[src/rtl/musb_bus_pkg.sv]
// Shared definitions for the multi-master bus arbiter: arbitration mode names,
// FSM state encoding and a width helper usable in parameter expressions.
package musb_bus_pkg;

    localparam string ARB_RR    = "RR";
    localparam string ARB_FIXED = "FIXED";

    typedef enum logic {
        ST_IDLE = 1'b0,
        ST_BUSY = 1'b1
    } arb_state_t;

    // Never returns less than 1 so a 1-entry range still gets a real bit.
    function automatic int musb_clog2(input int value);
        int w;
        w = 1;
        while ((1 << w) < value) w++;
        return w;
    endfunction

endpackage

[src/rtl/musb_rr_encoder.sv]
// Picks the winning requester: lowest index in fixed mode, otherwise the first
// requester found scanning upward from last_grant+1 with wrap. Purely combinational.
module musb_rr_encoder
    import musb_bus_pkg::*;
#(
    parameter int N  = 3,
    parameter int IW = musb_clog2(N)
) (
    input  logic [N-1:0]  request,
    input  logic [IW-1:0] last_grant,
    input  logic          fixed_mode,
    output logic          valid,
    output logic [IW-1:0] index
);

    function automatic logic [IW-1:0] slot(input logic [IW-1:0] last, input int off,
                                            input logic fixed);
        int s;
        s = fixed ? off : (int'(last) + 1 + off) % N;
        return IW'(s);
    endfunction

    always_comb begin
        valid = 1'b0;
        index = '0;
        for (int i = 0; i < N; i++) begin
            if (!valid && request[slot(last_grant, i, fixed_mode)]) begin
                valid = 1'b1;
                index = slot(last_grant, i, fixed_mode);
            end
        end
    end

endmodule

[src/rtl/musb_bus_arbiter.sv]
// N-master to single-slave bus arbiter; grant registered in IDLE, slave request
// is combinational in BUSY, one forced IDLE turnaround after every transfer.
module musb_bus_arbiter
    import musb_bus_pkg::*;
#(
    parameter int    N_MASTERS  = 3,
    parameter int    ADDR_WIDTH = 32,
    parameter int    DATA_WIDTH = 32,
    parameter string ARB_MODE   = "RR",
    parameter int    TIMEOUT    = 255,
    localparam int   WR_WIDTH   = DATA_WIDTH / 8,
    localparam int   GW         = musb_clog2(N_MASTERS)
) (
    input  logic                            clk,
    input  logic                            rst,
    input  logic [N_MASTERS*ADDR_WIDTH-1:0] master_address,
    input  logic [N_MASTERS*DATA_WIDTH-1:0] master_data_i,
    input  logic [N_MASTERS*WR_WIDTH-1:0]   master_wr,
    input  logic [N_MASTERS-1:0]            master_enable,
    output logic [DATA_WIDTH-1:0]           master_data_o,
    output logic [N_MASTERS-1:0]            master_ready,
    output logic [N_MASTERS-1:0]            master_error,
    input  logic [DATA_WIDTH-1:0]           slave_data_i,
    input  logic                            slave_ready,
    input  logic                            slave_error,
    output logic [ADDR_WIDTH-1:0]           slave_address,
    output logic [DATA_WIDTH-1:0]           slave_data_o,
    output logic [WR_WIDTH-1:0]             slave_wr,
    output logic                            slave_enable,
    output logic [GW-1:0]                   grant_id,
    output logic                            busy
);

    localparam int   CW         = musb_clog2(TIMEOUT + 1);
    localparam logic FIXED_MODE = (ARB_MODE == ARB_FIXED);

    arb_state_t    state, state_nxt;
    logic [GW-1:0] grant_nxt;
    logic [GW-1:0] last_grant, last_nxt;
    logic [CW-1:0] tcnt, tcnt_nxt;
    logic          enc_valid;
    logic [GW-1:0] enc_index;
    logic          sel_en;
    logic          timeout_hit;
    logic          rdy_ok;
    logic          err_hit;

    musb_rr_encoder #(
        .N  (N_MASTERS),
        .IW (GW)
    ) u_enc (
        .request    (master_enable),
        .last_grant (last_grant),
        .fixed_mode (FIXED_MODE),
        .valid      (enc_valid),
        .index      (enc_index)
    );

    assign busy          = (state == ST_BUSY);
    assign master_data_o = slave_data_i;

    // The counter parks at TIMEOUT-1; with TIMEOUT==0 the first term kills the hit.
    assign timeout_hit = (TIMEOUT != 0) && busy && (tcnt == CW'(TIMEOUT - 1));
    assign rdy_ok      = slave_ready & ~slave_error;
    assign err_hit     = slave_error | (timeout_hit & ~slave_ready);

    always_comb begin
        state_nxt     = state;
        grant_nxt     = grant_id;
        last_nxt      = last_grant;
        tcnt_nxt      = tcnt;
        slave_address = '0;
        slave_data_o  = '0;
        slave_wr      = '0;
        slave_enable  = 1'b0;
        master_ready  = '0;
        master_error  = '0;
        sel_en        = 1'b0;

        for (int g = 0; g < N_MASTERS; g++) begin
            if (busy && (GW'(g) == grant_id)) begin
                slave_address   = master_address[g*ADDR_WIDTH +: ADDR_WIDTH];
                slave_data_o    = master_data_i[g*DATA_WIDTH +: DATA_WIDTH];
                slave_wr        = master_wr[g*WR_WIDTH +: WR_WIDTH];
                sel_en          = master_enable[g];
                slave_enable    = master_enable[g];
                // A master that withdrew its request gets no strobe at all.
                master_ready[g] = master_enable[g] & rdy_ok;
                master_error[g] = master_enable[g] & err_hit;
            end
        end

        case (state)
            ST_IDLE: begin
                if (enc_valid) begin
                    state_nxt = ST_BUSY;
                    grant_nxt = enc_index;
                    tcnt_nxt  = '0;
                end
            end
            ST_BUSY: begin
                if (!sel_en || slave_ready || slave_error || timeout_hit) begin
                    state_nxt = ST_IDLE;
                    last_nxt  = grant_id;
                end else if (tcnt != CW'(TIMEOUT - 1)) begin
                    tcnt_nxt = tcnt + 1'b1;
                end
            end
            default: state_nxt = ST_IDLE;
        endcase
    end

    always_ff @(posedge clk) begin
        if (!rst) begin
            state      <= ST_IDLE;
            grant_id   <= '0;
            last_grant <= GW'(N_MASTERS - 1);
            tcnt       <= '0;
        end else begin
            state      <= state_nxt;
            grant_id   <= grant_nxt;
            last_grant <= last_nxt;
            tcnt       <= tcnt_nxt;
        end
    end

endmodule

[config.mk]
export PLATFORM = sky130hd
export DESIGN_NAME = musb_bus_arbiter
export DESIGN_NICKNAME = d
export VERILOG_FILES = /design/src/rtl/musb_bus_pkg.sv /design/src/rtl/musb_rr_encoder.sv /design/src/rtl/musb_bus_arbiter.sv
export SDC_FILE = /design/constraint.sdc
export NUM_CORES = 1
export LEC_CHECK = 0
export CELL_PAD_IN_SITES_DETAIL_PLACEMENT = 0
export CELL_PAD_IN_SITES_GLOBAL_PLACEMENT = 1
export CORE_UTILIZATION = 17
export DETAILED_ROUTE_END_ITERATION = 10
export PLACE_DENSITY = 0.95
export SLEW_MARGIN = 20
export SYNTH_ARGS = -nofsm -noshare
export SYNTH_HDL_FRONTEND = slang
export SYNTH_SLANG_ARGS = --single-unit
export TNS_END_PERCENT = 30
[constraint.sdc]
create_clock -name clk -period 2.23 [get_ports clk]
set_input_delay 0.446 -clock clk [delete_from_list [all_inputs] [get_ports clk]]
set_output_delay 0.446 -clock clk [all_outputs]
set_load 0.01 [all_outputs]
### After elaboration in Yosys (flattened, before gate mapping)

Index checks and enable logic that the tools add are counted.
W data, S select, Z words.

| cells by class | value |
|---|---|
| $add $sub $neg | 4 |
| div/mod/pow operators | 3 |
| order comparisons | 3 |
| equality and inequality tests | 7 |
| muxes and demuxes | 37 |
| bitwise operators | 12 |
| reductions and logical operators | 16 |

Operator list:

| operator | count |
|---|---|
| $mux W32 | 6 |
| $mod A32 B3 Y32 const B | 3 |
| $add A32 B2 Y32 const B | 1 |
| $add A32 B3 Y32 const B | 1 |
| $mux W8 | 3 |
| $mux W1 | 17 |
| $pmux W8 S2 | 1 |
| $mux W4 | 3 |
| $lt A2 B3 Y1 const B | 3 |
| $add A8 B1 Y8 const B | 1 |
| $and A1 B1 Y1 | 8 |
| $eq A8 B8 Y1 const B | 1 |
| $ne A8 B8 Y1 const B | 1 |
| $bmux W1 S2 | 3 |
| $logic_and A1 B1 Y1 | 6 |
| $mux W2 | 3 |
| $ne A2 B2 Y1 const B | 2 |
| $reduce_and A2 Y1 | 2 |
| $add A2 B1 Y3 const B | 1 |
| $logic_not A1 Y1 | 3 |
| $logic_or A1 B1 Y1 | 3 |
| $not A1 Y1 | 3 |
| $reduce_and A3 Y1 | 1 |
| $eq A1 B2 Y1 const A | 1 |
| 5 further kinds | 5 |

| word-level totals | value |
|---|---|
| flip-flop bits (word level) | 13 |
| output and inout port bits | 110 |
| word-level logic and storage cells | 86 |

### Logic depth before layout (Yosys ltp)

Gate-level depths: netlist of the first run.

| depth | value |
|---|---|
| depth after elaboration | 13 |
| depth in mapped cells | 8 |

### Modules after synthesis

From an unflattened synthesis of the first run, not the netlist that was laid out.

| second synthesis, totals | value |
|---|---|
| cells, all modules | 469 |
| area total of the unflattened synthesis | 3,110.5 sq um |

By module, submodules not included:

| module | times used | cells each | area an instance (sq um) | sequential area each (sq um) |
|---|---|---|---|---|
| musb_bus_arbiter | 1 | 438 | 2,881.5 | 260.2 |
| musb_rr_encoder | 1 | 31 | 229.0 | 0.0 |

### Worst setup path before layout of the first run

No wires, ideal clock.

| timing path | value |
|---|---|
| path kind | reg-to-reg |
| start point | register last_grant[0] |
| end point | register tcnt[7] |
| library setup time | 0.091 ns |
| arrival time | 1.920 ns |
| data required time | 2.139 ns |
| path slack | 0.219 ns |
| cell stages (with the launch flop) | 8 |
| period minus slack after synthesis | 2.011 ns |
| cell sequence | dfxtp_1 -> inv_1 -> ha_1 -> or2_2 -> a32o_1 -> nor4_4 -> nor2_2 -> a311oi_1 |

| on the way | value |
|---|---|
| longest elaborated chain between the ends | 13 |

RTL lines:

| element | line | RTL |
|---|---|---|
| from (decl) | musb_bus_arbiter.sv:39 | `logic [GW-1:0] last_grant, last_nxt;` |
| from (signal assigned) | musb_bus_arbiter.sv:117 | `last_grant <= GW'(N_MASTERS - 1);` |
| from (signal assigned) | musb_bus_arbiter.sv:122 | `last_grant <= last_nxt;` |
| $add A2 B1 Y3 * | musb_rr_encoder.sv:19 | `s = fixed ? off : (int'(last) + 1 + off) % N;` |
| branches (longest 9 deep; another with $add A32 B2 Y32) | - |  |
| $mux W1 * | musb_rr_encoder.sv:27 | `if (!valid && request[slot(last_grant, i, fixed_mode)]) begin` |
| $ne A2 B2 Y1 (no line) * | - |  |
| $reduce_and A3 Y1 (no line) * | - |  |
| to (signal assigned) | musb_bus_arbiter.sv:123 | `tcnt <= tcnt_nxt;` |
| to (decl) | musb_bus_arbiter.sv:40 | `logic [CW-1:0] tcnt, tcnt_nxt;` |

Mark *: on every way between the ends. The select of a mux whose other input is x is not followed.
A chain may end at the register's enable or synchronous reset.

### Final worst setup path of the first run

| timing path | value |
|---|---|
| start point | register grant_id[0] |
| end point | output slave_data_o[28] |

| on the way | value |
|---|---|
| longest elaborated chain between the ends | 5 |

RTL lines:

| element | line | RTL |
|---|---|---|
| from (decl) | musb_bus_arbiter.sv:30 | `output logic [GW-1:0] grant_id,` |
| from (signal assigned) | musb_bus_arbiter.sv:121 | `grant_id <= grant_nxt;` |
| $logic_not A2 Y1 | musb_bus_arbiter.sv:81 | `if (busy && (GW'(g) == grant_id)) begin` |
| $logic_and A1 B1 Y1 | musb_bus_arbiter.sv:81 |  |
| $mux W32 (2 in a row) | musb_bus_arbiter.sv:81 |  |
| $mux W32 * | musb_bus_arbiter.sv:81 |  |
| to (decl) | musb_bus_arbiter.sv:27 | `output logic [DATA_WIDTH-1:0] slave_data_o,` |

Every way passes the cells marked *; elsewhere a longest branch is shown, timed or not.

==> out/qor.yml, run 1 <==
yosysMostFrequentCell: "o21ai_0"
antenna_found_initial: 0
grt_pass1_wl_um: 20600
synthArstFlopShare: 0
mappedNetlistArea_um2: 3050
post-route-util: 0.371
required_ns: 1.78
grt_start_max_net_pins: 45
synthTopCellsByCount: "o21ai_0, nand2_1, mux2i_1"
critPathLaunchType: "register"
clock_skew_ns: 0.00362
max_stage_delay_ns: 0.43
dp_worst_setup_slack_ns: -0.198
firstDrtPassIters: 4
irDropWorstVdd_mv: 0.483
relSlewSlack: 0.763
synth_seq_area_share: 0.0853
overflow: 0
hpwl_um: 11300
min_period_over_period: 1.00
synth_cell_types: 40
drc_errors: 0
drive_gt1_frac: 0.109
hold_path_class: "register to register"
n_antenna_cell: 0
violations: "setup timing"
max-cap-violations: 0
rows: 48
num_io_pins: 353
tritoncts: "yes"
wire_per_inst_um: 15.0
outcome: "complete, but fails checks"
die-area_um2: 18500
ys.warnings.count: 0
path_class: "register to output port"
power.leakage_uw: 0.00264
antenna_left: 0
nets: 990
max_freq_mhz: 446
fin_ws_ns: -0.0102
hold-worst-slack_ns: 0.482
clockRootBuffer: "clkbuf_16"
worstMarginPinSlew_ns: 0.356
syn2layout_area_growth_pct: 112
crit_fanout: 11
fillCellCount: 1816
gp_congestion: 0.815
synth_flop_cell: "dfxtp_1"
synth-edff-count: 0
routed_wl_um: 14500
cp_cell_sequence: "buf_12, buf_12, mux2i_1, o21ai_0, and2_1, dlygate4sd2_1"
via_per_inst: 4.32
synth_top_area_frac: 0.233
p_per_area_nw_per_um2: 400
finalPower_uw: 2590
cts_buffers: 3
path_clk_slew_ns: 0.04
crit_path_end_kind: "output port"
arrival_ns: 1.79
syn_inst: 461
track_usage: 0.140
grt_pass1_vias: 3922
start_util: 0.175
cp_num_buf_inv: 3
drv_slew: 0
die_x_um: 136
cp_slowest_cell: "dfxtp_4"
syn_area_per_cell_um2: 6.62
numClockSinks: 13
holdBufCountCts: 0
die_y_um: 136
clk_latency_ns: 0.24
hold_violations: 0
ys_top_cells_by_area: "mux2i_1, and2_1, o21ai_0, nand2_1, dfxtp_1"
num_vias: 4175
drt_iter0_markers: 125
rsz0062_at_grt: "yes"
synth_largest_area_cell: "mux2i_1"
portBuffers: 288
critical-path-top-delay-family: "buffers and inverters"
ys_ff_latch: 13
core_um2: 17400
cp_common_cell: "buf_12"
setup_viol: 1
cts_buffer_depth: 2
postSynthNetCount: 709
dp_cells: 948
htreeDepth: 1
instances_no_fill: 966
layout_min_cycle_time_ns: 2.24
## state kept, by name (all words and copies together) (netlist names)
name,cells
last_grant,2
busy,1
grant_id,2
tcnt,8
## per-layer routing
layer | vias up | GRT usage | wire [um]
li1 | 2122 | - | -
met1 | 1892 | 0.173 | 6140
met2 | 151 | 0.258 | 7120
met3 | 10 | 0.0205 | 1100
met4 | 0 | 0.0179 | 103
met5 | - | 0 | 0
## path summary, 6_finish.rpt
check	startpoint	endpoint	slack, ns	cells past startpoint
min	tcnt[7]	tcnt[7]	0.48	1
min reg2reg	tcnt[7]	tcnt[7]	0.48	1
max	grant_id[0]	slave_data_o[28]	-0.01	6
max reg2reg	last_grant[0]	tcnt[7]	0.25	7
## final cells by class
class / count / area [um2] / area share
inverter: 9 / 33.8 / 0.00523
multi-input combinational: 371 / 2420 / 0.374
clock buffer: 4 / 78.8 / 0.0122
tap: 225 / 282 / 0.0436
timing repair buffer: 344 / 3380 / 0.523
sequential: 13 / 267 / 0.0412
## timing repair
action	CTS	global route
pin swaps	1	3
resized for setup	80	38
endpoints found under the setup margin	75	30
buffers inserted	2	10
gates cloned	1	1
## power by group
group	leakage, uW	internal [uW]	switching (uW)
clock network	0.0000382	241	95.1
logic	0.00249	1150	828
registers	0.000107	250	26.0
total	0.00264	1640	949
## per-stage QoR
stage | instance area (um2) | setup TNS (ns)
global route | 6460 | -0.209
detailed placement | 6250 | -3.69
CTS | 6310 | -0.381
floorplan | 3050 | 0
finish | 6460 | -0.0102
global placement | 6250 | -3.50
## layout by cell type (no fill, tap or decap), drive strengths merged, types with 2 or more instances in the layout
master | Yosys | final
ha | 5 | 5
o21a | 3 | 3
clkdlybuf4s15 | 0 | 7
a311oi | 6 | 6
dlymetal6s2s | 0 | 3
nand4 | 6 | 6
dfxtp | 13 | 13
nor3 | 2 | 2
a21oi | 8 | 8
inv | 9 | 9
nor2b | 5 | 5
nor2 | 12 | 12
nand3 | 7 | 7
nand2 | 74 | 74
a41oi | 2 | 2
o21ai | 79 | 79
mux2i | 71 | 71
dlygate4sd2 | 0 | 60
clkbuf | 21 | 12
clkdlybuf4s50 | 0 | 211
and2 | 69 | 69
and3 | 4 | 4
o31ai | 3 | 3
buf | 47 | 55
## kinds of logic after synthesis
family          share of synthesized area
compound gates                      0.203
fa+ha+maj                          0.0205
buf+inv                             0.140
flops                              0.0853
mux                                 0.238
simple gates                        0.313
Power figures use the tool's default switching activity.
==> run 2, diff against run 1 <==
--- a/config.mk
+++ b/config.mk
@@ -9,7 +9,7 @@
 export CELL_PAD_IN_SITES_GLOBAL_PLACEMENT = 1
 export CORE_UTILIZATION = 17
 export DETAILED_ROUTE_END_ITERATION = 10
-export PLACE_DENSITY = 0.95
+export PLACE_DENSITY = 0.82
 export SLEW_MARGIN = 20
 export SYNTH_ARGS = -nofsm -noshare
 export SYNTH_HDL_FRONTEND = slang
==> constraint.sdc (replaced) <==
create_clock -name clk -period 2.23 [get_ports clk]
set_input_delay 0.446 -clock clk [delete_from_list [all_inputs] [get_ports clk]]
set_output_delay 0.446 -clock clk [all_outputs]
set_load 0.1 [all_outputs]
==> run 2 against run 1 <==
The run now ends clean. Non-clock buffer count is 24 lower. Worst setup slack better by 0.037 ns. Critical path depth is 1 lower. Hold slack worse by 0.019 ns. Power is 72% higher. Critical path type unchanged.
==> out/qor.yml, run 2 (synthesized netlist as in run 1, its figures left out) <==
min_to: "tcnt[0]"
rows: 48
die_y_um: 136
overflow: 0
portBuffers: 288
cts_buffers: 3
pwr-share-seq: 0.062
max-cap-violations: 0
setup_viol: 0
syn2layout_area_growth_pct: 136
final-seq-area_um2: 278
hpwl_um: 11900
grt_start_max_net_pins: 54
arrival_ns: 1.76
pwr-share-clk: 0.075
via_per_inst: 4.37
cp_common_cell: "buf_12"
firstDrtPassIters: 4
critical-path-top-delay-family: "buffers and inverters"
multi_input_area_um2: 2570
path_clk_slew_ns: 0.05
worstMarginPinSlew_ns: 0.371
tritoncts: "yes"
num_vias: 4114
htreeDepth: 1
critPathLaunchType: "register"
antenna_left: 0
post-route-util: 0.414
finalPower_uw: 4450
start_util: 0.175
clock_skew_ns: 0.00565
outcome: "finished clean"
n_antenna_cell: 0
die-area_um2: 18500
drt_iter0_markers: 127
r2r_start: "last_grant[0]"
path_class: "register to output port"
grt_pass1_vias: 3828
r2r_cells: 7
largest_reg_flops: 8
gp_congestion: 0.816
wire_per_inst_um: 15.9
comb_power_share: 0.863
die_x_um: 136
cts_buffer_depth: 2
power.leakage_uw: 0.00267
layout_commonest_cell: "clkdlybuf4s50_1"
cp_cell_sequence: "buf_12, mux2i_2, o21ai_0, and2_2, buf_12"
grt_pass1_wl_um: 21100
max_freq_mhz: 454
routed_wl_um: 15000
nets: 966
finalSetupTns_ns: 0
antenna_found_initial: 0
p_sw_uw: 2370
hold_path_class: "register to register"
top_register: "tcnt"
p_int_uw: 2080
required_ns: 1.78
max_stage_delay_ns: 0.39
irDropWorstVdd_mv: 0.274
crit_fanout: 37
hp-start: "tcnt[0]"
fillCellCount: 1723
relSlewSlack: 0.753
cp_num_buf_inv: 2
switching_share: 0.532
largestRegisters: "tcnt (8), grant_id (2), last_grant (2)"
hold-worst-slack_ns: 0.462
core_um2: 17400
final_cell_mix: "clkdlybuf4s50_1, buf_12, o21ai_0"
min_path_cells: 1
r2r_end: "tcnt[5]"
drive_gt1_frac: 0.293
drv_slew: 0
clk_latency_ns: 0.24
cp_slowest_cell: "dfxtp_4"
hold_violations: 0
layout_min_cycle_time_ns: 2.20
numClockSinks: 13
drc_errors: 0
track_usage: 0.144
holdBufCountCts: 0
num_io_pins: 353
min_period_over_period: 0.988
clockRootBuffer: "clkbuf_16"
crit_path_end_kind: "output port"
r2r_slack_ns: 0.14
p_per_area_nw_per_um2: 617
==> run 2: cell types whose count changed in the layout (fill, tap and decap cells not counted), sizes merged <==
cell,previous run,this run
dlygate4sd2,60,0
clkbuf,12,4
clkdlybuf4s15,7,0
clkdlybuf4s50,211,210
buf,55,109
clkinv,0,1
dlymetal6s2s,3,0
==> run 2: area by class of cell <==
cell class / count / area share
clock buffer: 3 / 0.0104
tap: 225 / 0.0390
clock inverter: 1 / 0.000694
multi-input combinational: 371 / 0.357
timing repair buffer: 320 / 0.550
inverter: 9 / 0.00469
sequential: 13 / 0.0385
==> run 2: repair_timing <==
action / 4_1_cts / 5_1_grt
endpoints found under the setup margin: 3 / 29
gates resized for setup: 1 / 14
cloned: 0 / 1
pin swaps: 0 / 4
buffers inserted: 0 / 4
==> run 2: routing by layer <==
metal / global-route usage / wire length [um]
met5: 0 / 0
met4: 0.00926 / 50
met3: 0.0317 / 1450
met2: 0.259 / 7360
met1: 0.181 / 6160
==> run 2: worst max-delay path by stage <==
stage	startpoint	to	slack, ns	cells after the start
floorplan	grant_id[0]	slave_data_o[0]	-0.13	6
global placement	master_enable[0]	tcnt[7]	-0.04	6
detailed placement	master_enable[0]	tcnt[2]	-0.07	6
CTS	grant_id[0]	slave_data_o[0]	0.005	5
global route	tcnt[0]	master_error[1]	-0.004	7
finish	grant_id[0]	slave_wr[0]	0.03	5
==> run 2: power by group through the flow <==
stage	Sequential, uW	Combinational, uW	Clock (uW)
after floorplan	327	2500	0
after global placement	280	3810	0
after detailed placement	280	3810	0
after CTS	276	3820	338
after global routing	280	4000	359
final	277	3840	335
==> run 2: metrics by stage <==
stage	setup slack, ns	cell area (um2)	std cells
finish	0.0271	7210	942
global route	-0.00409	7210	942
CTS	0.00513	7100	937
detailed placement	-0.0743	7020	933
global placement	-0.0395	7020	933
floorplan	-0.130	3220	461
==> run 3, diff against run 2 <==
--- a/config.mk
+++ b/config.mk
@@ -8,6 +8,7 @@
 export CELL_PAD_IN_SITES_DETAIL_PLACEMENT = 0
 export CELL_PAD_IN_SITES_GLOBAL_PLACEMENT = 1
 export CORE_UTILIZATION = 17
+export CTS_CLUSTER_SIZE = 40
 export DETAILED_ROUTE_END_ITERATION = 10
 export PLACE_DENSITY = 0.82
 export SLEW_MARGIN = 20
==> results of run 3 <==
No change in the layout: final DEF, timing and power equal those of run 2.
